$ cat config.mk
export PLATFORM = sky130hd
export DESIGN_NAME = speed_lane_ctrl_flat
export DESIGN_NICKNAME = d
export VERILOG_FILES = /design/src/rtl/speed_lane_if.sv /design/src/rtl/speed_lane_ctrl.sv /design/src/flat_wrapper.sv
export SDC_FILE = /design/constraint.sdc
export NUM_CORES = 1
export LEC_CHECK = 0
export CAP_MARGIN = 0
export CORE_MARGIN = 5
export CORE_UTILIZATION = 28
export DETAILED_ROUTE_END_ITERATION = 16
export PLACE_DENSITY = 0.48
export SYNTH_ARGS = -nofsm -noshare
export SYNTH_HDL_FRONTEND = slang
export SYNTH_SLANG_ARGS = --single-unit
$ cat constraint.sdc
create_clock -name clk -period 3.4 [get_ports clk]
set_clock_uncertainty 0.2 [all_clocks]
set_input_delay 0.68 -clock clk [delete_from_list [all_inputs] [get_ports clk]]
set_output_delay 0.68 -clock clk [all_outputs]
set_load 0.01 [all_outputs]
$ cat src/rtl/speed_lane_if.sv
// Lane-side signal bundle for speed_lane_ctrl: sensor/E-pass/enable inputs
// and the speed/barrier/status outputs that feed the reporting path.
interface speed_lane_if #(
    parameter int WIDTH_SPEED = 14
);
    logic                   sensor1;
    logic                   sensor2;
    logic                   sensor3;
    logic [1:0]             valid_Epass;
    logic                   enable;
    logic [WIDTH_SPEED-1:0] speed;
    logic                   speed_valid;
    logic                   overspeed;
    logic                   barrier;
    logic                   timeout_err;
    logic                   reject;
    logic                   busy;

    modport master (
        output sensor1, sensor2, sensor3, valid_Epass, enable,
        input  speed, speed_valid, overspeed, barrier, timeout_err, reject, busy
    );

    modport slave (
        input  sensor1, sensor2, sensor3, valid_Epass, enable,
        output speed, speed_valid, overspeed, barrier, timeout_err, reject, busy
    );
endinterface

$ cat src/rtl/speed_lane_ctrl.sv
// Per-lane speed/toll gate controller. Times sensor1->sensor2 in 1 ms ticks,
// divides DIST_CM*360 by the elapsed ms (restoring, one bit per cycle) to get
// speed in 0.1 km/h, checks the E-pass verdict and drives the barrier.
// Optional build macro SPEED_LANE_OVERSPEED_LOCK_EN: an overspeeding vehicle
// with a valid E-pass is rejected instead of let through.
module speed_lane_ctrl #(
    parameter int SYS_FREQ    = 50000000,
    parameter int WIDTH_MS    = 12,
    parameter int WIDTH_SPEED = 14,
    parameter int DIST_CM     = 400,
    parameter int SPEED_LIMIT = 600,
    parameter int TIMEOUT_MS  = 3000
) (
    input  logic        clk,
    input  logic        reset_n,
    speed_lane_if.slave lane
);
    localparam int PRE_MAX = SYS_FREQ / 1000 - 1;
    localparam int PRE_W   = (PRE_MAX > 0) ? $clog2(PRE_MAX + 1) : 1;
    localparam int NUM     = DIST_CM * 360;
    localparam int NUM_W   = $clog2(NUM + 1);
    localparam int CNT_W   = $clog2(NUM_W + 1);

    localparam logic [31:0]            SPD_MAX = 32'((64'd1 << WIDTH_SPEED) - 1);
    localparam logic [WIDTH_MS-1:0]    TMO     = WIDTH_MS'(TIMEOUT_MS);
    localparam logic [WIDTH_SPEED-1:0] LIMIT   = WIDTH_SPEED'(SPEED_LIMIT);

    localparam logic [2:0] S_IDLE   = 3'd0;
    localparam logic [2:0] S_TIMING = 3'd1;
    localparam logic [2:0] S_DIVIDE = 3'd2;
    localparam logic [2:0] S_WAIT   = 3'd3;
    localparam logic [2:0] S_OPEN   = 3'd4;

    logic [2:0] state;

    // ---------------- sensor synchronisers + rise detect ----------------
    logic [2:0] sens_in;
    logic [2:0] rise;
    assign sens_in = {lane.sensor3, lane.sensor2, lane.sensor1};

    for (genvar i = 0; i < 3; i++) begin : g_sync
        logic [2:0] sh;
        // two sync flops plus one history flop for edge detection
        always_ff @(posedge clk or negedge reset_n) begin
            if (!reset_n) sh <= '0;
            else          sh <= {sh[1:0], sens_in[i]};
        end
        assign rise[i] = sh[1] & ~sh[2];
    end

    // ---------------- ms prescaler / counter ----------------
    logic [PRE_W-1:0]    pre;
    logic [WIDTH_MS-1:0] ms, ms_next;
    logic                tick, start_timing, div_done;

    assign tick         = (pre == PRE_W'(PRE_MAX));
    assign ms_next      = (tick && ms != '1) ? ms + 1'b1 : ms;
    assign start_timing = (state == S_IDLE) && rise[0] && lane.enable;

    // prescaler restarts with each vehicle so the first ms is a full ms
    always_ff @(posedge clk or negedge reset_n) begin
        if (!reset_n)                 pre <= '0;
        else if (start_timing || tick) pre <= '0;
        else                          pre <= pre + 1'b1;
    end

    // saturating ms counter, cleared at vehicle start and after the divide
    always_ff @(posedge clk or negedge reset_n) begin
        if (!reset_n)                     ms <= '0;
        else if (start_timing || div_done) ms <= '0;
        else                              ms <= ms_next;
    end

    // ---------------- restoring divider datapath ----------------
    logic [WIDTH_MS-1:0]    div_d, rem, rem_next;
    logic [NUM_W-1:0]       num_sh, quo, quo_next;
    logic [CNT_W-1:0]       cnt;
    logic [WIDTH_MS:0]      rem_sh;
    logic                   sub_ok;
    logic [WIDTH_SPEED-1:0] spd_sat;

    assign rem_sh   = {rem, num_sh[NUM_W-1]};
    assign sub_ok   = (rem_sh >= {1'b0, div_d});
    assign rem_next = sub_ok ? WIDTH_MS'(rem_sh - {1'b0, div_d}) : WIDTH_MS'(rem_sh);
    assign quo_next = {quo[NUM_W-2:0], sub_ok};
    assign div_done = (state == S_DIVIDE) && (cnt == CNT_W'(NUM_W - 1));
    assign spd_sat  = (32'(quo_next) > SPD_MAX) ? '1 : WIDTH_SPEED'(quo_next);

    // ---------------- E-pass decode ----------------
    logic overspeed_q;
    logic epass_ok, epass_rej;
`ifdef SPEED_LANE_OVERSPEED_LOCK_EN
    assign epass_ok  = (lane.valid_Epass == 2'b01) && !overspeed_q;
    assign epass_rej = (lane.valid_Epass == 2'b10) ||
                       ((lane.valid_Epass == 2'b01) && overspeed_q);
`else
    assign epass_ok  = (lane.valid_Epass == 2'b01);
    assign epass_rej = (lane.valid_Epass == 2'b10);
`endif

    // ---------------- FSM, divider steps and registered outputs ----------------
    logic [WIDTH_SPEED-1:0] speed_q;
    logic                   speed_valid_q, barrier_q, timeout_q, reject_q;

    // lane sequencing; pulses default low every cycle
    always_ff @(posedge clk or negedge reset_n) begin
        if (!reset_n) begin
            state         <= S_IDLE;
            div_d         <= '0;
            rem           <= '0;
            num_sh        <= '0;
            quo           <= '0;
            cnt           <= '0;
            speed_q       <= '0;
            speed_valid_q <= 1'b0;
            overspeed_q   <= 1'b0;
            barrier_q     <= 1'b0;
            timeout_q     <= 1'b0;
            reject_q      <= 1'b0;
        end else begin
            speed_valid_q <= 1'b0;
            timeout_q     <= 1'b0;
            reject_q      <= 1'b0;
            case (state)
                S_IDLE: if (start_timing) state <= S_TIMING;
                S_TIMING: begin
                    if (rise[1]) begin
                        // include this cycle's tick; ms=0 would divide by zero
                        div_d  <= (ms_next == '0) ? WIDTH_MS'(1) : ms_next;
                        rem    <= '0;
                        num_sh <= NUM_W'(NUM);
                        quo    <= '0;
                        cnt    <= '0;
                        state  <= S_DIVIDE;
                    end else if (ms >= TMO) begin
                        timeout_q <= 1'b1;
                        state     <= S_IDLE;
                    end
                end
                S_DIVIDE: begin
                    rem    <= rem_next;
                    num_sh <= num_sh << 1;
                    quo    <= quo_next;
                    cnt    <= cnt + 1'b1;
                    if (div_done) begin
                        speed_q       <= spd_sat;
                        speed_valid_q <= 1'b1;
                        overspeed_q   <= (spd_sat > LIMIT);
                        state         <= S_WAIT;
                    end
                end
                S_WAIT: begin
                    if (epass_ok) begin
                        barrier_q <= 1'b1;
                        state     <= S_OPEN;
                    end else if (epass_rej) begin
                        reject_q <= 1'b1;
                        state    <= S_IDLE;
                    end else if (ms >= TMO) begin
                        timeout_q <= 1'b1;
                        state     <= S_IDLE;
                    end
                end
                S_OPEN: begin
                    if (rise[2]) begin
                        barrier_q <= 1'b0;
                        state     <= S_IDLE;
                    end
                end
                default: state <= S_IDLE;
            endcase
        end
    end

    assign lane.speed       = speed_q;
    assign lane.speed_valid = speed_valid_q;
    assign lane.overspeed   = overspeed_q;
    assign lane.barrier     = barrier_q;
    assign lane.timeout_err = timeout_q;
    assign lane.reject      = reject_q;
    assign lane.busy        = (state != S_IDLE);
endmodule

$ cat src/flat_wrapper.sv
// flat-port wrapper written by rule: the top's interface ports become plain ports
module speed_lane_ctrl_flat 
#(
    parameter int SYS_FREQ    = 50000000,
    parameter int WIDTH_MS    = 12,
    parameter int WIDTH_SPEED = 14,
    parameter int DIST_CM     = 400,
    parameter int SPEED_LIMIT = 600,
    parameter int TIMEOUT_MS  = 3000
)
  (clk, reset_n, lane_sensor1, lane_sensor2, lane_sensor3, lane_valid_Epass, lane_enable, lane_speed, lane_speed_valid, lane_overspeed, lane_barrier, lane_timeout_err, lane_reject, lane_busy);
  speed_lane_if #(.WIDTH_SPEED(WIDTH_SPEED)) lane_i ();
  input  logic clk;
  input  logic reset_n;
  input wire logic [$bits(lane_i.sensor1)-1:0] lane_sensor1;
  input wire logic [$bits(lane_i.sensor2)-1:0] lane_sensor2;
  input wire logic [$bits(lane_i.sensor3)-1:0] lane_sensor3;
  input wire logic [$bits(lane_i.valid_Epass)-1:0] lane_valid_Epass;
  input wire logic [$bits(lane_i.enable)-1:0] lane_enable;
  output wire logic [$bits(lane_i.speed)-1:0] lane_speed;
  output wire logic [$bits(lane_i.speed_valid)-1:0] lane_speed_valid;
  output wire logic [$bits(lane_i.overspeed)-1:0] lane_overspeed;
  output wire logic [$bits(lane_i.barrier)-1:0] lane_barrier;
  output wire logic [$bits(lane_i.timeout_err)-1:0] lane_timeout_err;
  output wire logic [$bits(lane_i.reject)-1:0] lane_reject;
  output wire logic [$bits(lane_i.busy)-1:0] lane_busy;
  assign lane_i.sensor1 = lane_sensor1;
  assign lane_i.sensor2 = lane_sensor2;
  assign lane_i.sensor3 = lane_sensor3;
  assign lane_i.valid_Epass = lane_valid_Epass;
  assign lane_i.enable = lane_enable;
  assign lane_speed = lane_i.speed;
  assign lane_speed_valid = lane_i.speed_valid;
  assign lane_overspeed = lane_i.overspeed;
  assign lane_barrier = lane_i.barrier;
  assign lane_timeout_err = lane_i.timeout_err;
  assign lane_reject = lane_i.reject;
  assign lane_busy = lane_i.busy;
  speed_lane_ctrl #(.SYS_FREQ(SYS_FREQ), .WIDTH_MS(WIDTH_MS), .WIDTH_SPEED(WIDTH_SPEED), .DIST_CM(DIST_CM), .SPEED_LIMIT(SPEED_LIMIT), .TIMEOUT_MS(TIMEOUT_MS)) u_core (.clk(clk), .reset_n(reset_n), .lane(lane_i));
endmodule
==> out/metrics.csv <==
stage,metric,value,unit
detailed_routing,initial drt markers,302,
critical_path,cell family with most CP delay,buffers and inverters,
synthesis,cell taking the most area after synthesis,dfrtp_1,
timing,RSZ-0062 raised after global routing,false,
placement,placed cell count,880,
min_path,Hold Path Class,in2async,
critical_path,CP bufs+invs,1,
timing,hold_ws,50.22,ps
timing,worst setup margin,710.6,ps
synthesis,Post-synth EDFFs,0,
outcome,status,completed,
critical_path,Critical Path AT,1810,ps
critical_path,slowest cell on the critical path,clkdlybuf4s50_1,
synthesis,part of the Yosys area used for sequential elements,51.01,%
critical_path,critical path data required time,2520,ps
global_routing,initial antenna violation count,0,
cells_and_area,ant diodes,0,
detailed_routing,# DRC,0,
critical_path,CP cell instances,or3_1 > clkdlybuf4s50_1,
synthesis,synthesized area per cell,9.437,µm²
clocking,setup repair bufs after CTS,0,
synthesis,Synth top area share,51.01,%
timing,worst slew pin tran,733.3,ps
clocking,Clock Sinks,116,
critical_path,worst-path fanout max,10,
synthesis,"Primary FF master, synth",dfrtp_1,
clocking,Hold Buf Count CTS,0,
timing,Final setup viols,0,
clocking,CTS tree,built,
cells_and_area,final cell count without fillers,912,
clocking,H-tree depth,4,
timing,Slew headroom,51.00,%
power,VDD IR-drop max,0.3754,mV
clocking,CTS clock-pin slew for the worst setup and hold paths,60,ps
placement,DP Wirelength,8176,µm
detailed_routing,DRT Pass-1 Iters,5,
floorplanning,Ports,28,
synthesis,"Async S/R FF share, synth",100.0,%
cells_and_area,fin nets,655,
critical_path,crit-path max cell delay,490,ps
detailed_routing,final wirelength,12270,µm
detailed_routing,routed length per placed instance,13.46,µm
power,leakage,3.126,nW
job,max-cap violations,0,
timing,crit share post-route,79.10,%
synthesis,post-synthesis cell type count,59,
timing,"Hold Vio Cnt, Final",0,
synthesis,mapped cell area,5690,µm²
clocking,CTS resizes,0,
placement,Port Buf Inserts,27,
global_routing,largest net degree at the start of global routing,76,
detailed_routing,vias per cell,4.713,
synthesis,syn_nets,629,
clocking,CTS root buffer,clkbuf_16,
clocking,clock latency on the worst-skew pair,410,ps
critical_path,Critical Path End Type,primary output,
cells_and_area,Layout area overhead,20.01,%
floorplanning,Die Area,23270,µm²
clocking,CTS buffer count,17,
floorplanning,Initial Utilization,28.30,%
power,total power,5.307,mW
global_routing,first-pass GRT wire length,21200,µm
floorplanning,Die Wd,152.6,µm
detailed_routing,Final ANT Viol Nets,0,
critical_path,worst reg2reg setup slack,820,ps
placement,RePlAce Congestion,0.7743,
timing,minimum clock period,2689,ps
cells_and_area,layout cells sized above 1,8.879,%
global_routing,Total Routing Usage GR,11.00,%
floorplanning,Core ar.,20100,µm²
power,pwr/cell area,777.1,nW/µm²
synthesis,#FFs+latches synth,116,
synthesis,top cells by area in the synthesized netlist,"dfrtp_1 51%, nand2_1 8.0%, ha_1 3.7%",
detailed_routing,via count,4298,
synthesis,Mapped Cells,603,
timing,max-slew violations,0,
critical_path,WS Path Type,reg2out,
placement,worst slack at placement,803.5,ps
global_routing,overflow left after global routing,0,
timing,setup TNS,0,ps
global_routing,vias in the first global route,4298,
clocking,Clock Tree Buf Depth,2,
timing,FMAX,0.3718,GHz
floorplanning,row count,52,
critical_path,Startpoint Class,flop,
synthesis,Yosys Warn Count,0,
floorplanning,die height,152.6,µm
==> stage by stage <==
| stage | util (%) | instance area [µm²] |
|---|---|---|
| after floorplan | - | 5690 |
| after global placement | 30.94 | 6221 |
| after detailed placement | 30.94 | 6221 |
| after CTS | 33.97 | 6829 |
| after global routing | 33.97 | 6829 |
| final | 33.97 | 6829 |
==> worst register-to-register path, delay by kind of cell, from the launching register on <==
family	cells	cell delay, ps
AOI/OAI and AO/OA	4	830
muxes	1	220
DFF	1	380
buffers and inverters	2	330
adders and majority gates	1	280
and+or+nand+nor	2	230
==> registers in the layout, summed over array words and instances (netlist names) <==
register and cells:
u_core.cnt 5, u_core.div_d 12, u_core.g_sync.sh 9, u_core.lane.barrier 1
u_core.lane.overspeed 1, u_core.lane.reject 1, u_core.lane.speed 14, u_core.lane.speed_valid 1
u_core.lane.timeout_err 1, u_core.ms 12, u_core.num_sh 11, u_core.pre 16
u_core.quo 17, u_core.rem 12, u_core.state 3
==> where the power goes <==
group	leakage, nW	switching [mW]	total [mW]	internal (mW)
combinational	1.28	0.902	1.59	0.690
clock	0.287	0.693	1.85	1.16
sequential	1.56	0.224	1.86	1.64
total	3.13	1.82	5.31	3.49
==> cells in the final DEF (no fill, tap or decap), types with 4 or more instances in the layout <==
cell type and instances:
o21ai_1 16, inv_1 22, dfrtp_1 116, and2_1 4, nand2_1 121, o21ai_0 39
a21oi_1 14, clkdlybuf4s50_1 26, clkinv_4 4, xor2_1 19, nand3_1 40, o31ai_1 6
nor2_1 54, nor3_1 8, buf_4 8, nand3b_1 5, and3_2 4, a31oi_1 6
ha_1 17, xnor2_1 13, clkbuf_16 17, mux2i_1 11, nor2b_1 6, nand4_1 8
==> layer usage <==
layer	up-vias	part of all wire [%]	global-route usage (%)
met5	-	0	0
met2	79	49	18.23
li1	2106	-	-
met1	2103	46	13.79
met3	10	4.0	3.408
met4	0	1.0	3.394
==> cells in the mapped netlist, types with 2 or more instances <==
cell and instances:
a21o_1 3, a21oi_1 14, a22o_1 2, a31oi_1 6, a32oi_1 3, and2_1 4
and3_1 2, and3_2 4, buf_1 3, buf_2 3, buf_6 2, clkbuf_1 16
dfrtp_1 116, ha_1 17, inv_1 22, mux2i_1 11, nand2_1 121, nand3_1 40
nand3b_1 5, nand4_1 8, nand4b_1 2, nor2_1 54, nor2b_1 6, nor3_1 8
nor3b_1 2, nor4_1 3, o21a_1 2, o21ai_0 39, o21ai_1 16, o22ai_1 2
o31a_1 2, o31ai_1 6, or2_2 2, or3_1 2, xnor2_1 13, xor2_1 19
==> path summary, 6_finish.rpt <==
kind	start	endpoint	cells after the start
min in group clk	u_core.g_sync[0].sh[0]$_DFF_PN0_	u_core.g_sync[0].sh[1]$_DFF_PN0_	0
hold / removal	reset_n	u_core.lane.speed[6]$_DFFE_PN0P_	1
max in group asynchronous	reset_n	u_core.pre[5]$_DFF_PN0_	2
setup reg to reg	u_core.div_d[1]$_DFFE_PN0P_	u_core.rem[5]$_DFFE_PN0P_	10
hold reg to reg	u_core.g_sync[0].sh[0]$_DFF_PN0_	u_core.g_sync[0].sh[1]$_DFF_PN0_	0
setup / recovery	u_core.state[1]$_DFFE_PN0P_	lane_busy	2
==> cells by family after synthesis <==
kind of cell	share of synthesized area, %
AO/OA/AOI/OAI	10.95
XOR/XNOR	4.925
adder cells (fa/ha/maj)	4.090
buffers and inverters	4.046
flip-flops	51.01
multiplexers	1.935
AND/OR/NAND/NOR	23.04
==> area by class of cell <==
| cell class | count | area [µm²] |
|---|---|---|
| multi-input cells | 437 | 2557 |
| flip-flops and latches | 116 | 2903 |
| well taps | 270 | 337.8 |
| clock inverters | 14 | 178.9 |
| repair buffers | 35 | 340.3 |
| fillers | 2034 | 13280 |
| inverters | 22 | 82.58 |
| clock buffers | 18 | 429.2 |
No activity file was read; power rests on OpenSTA's default activity.
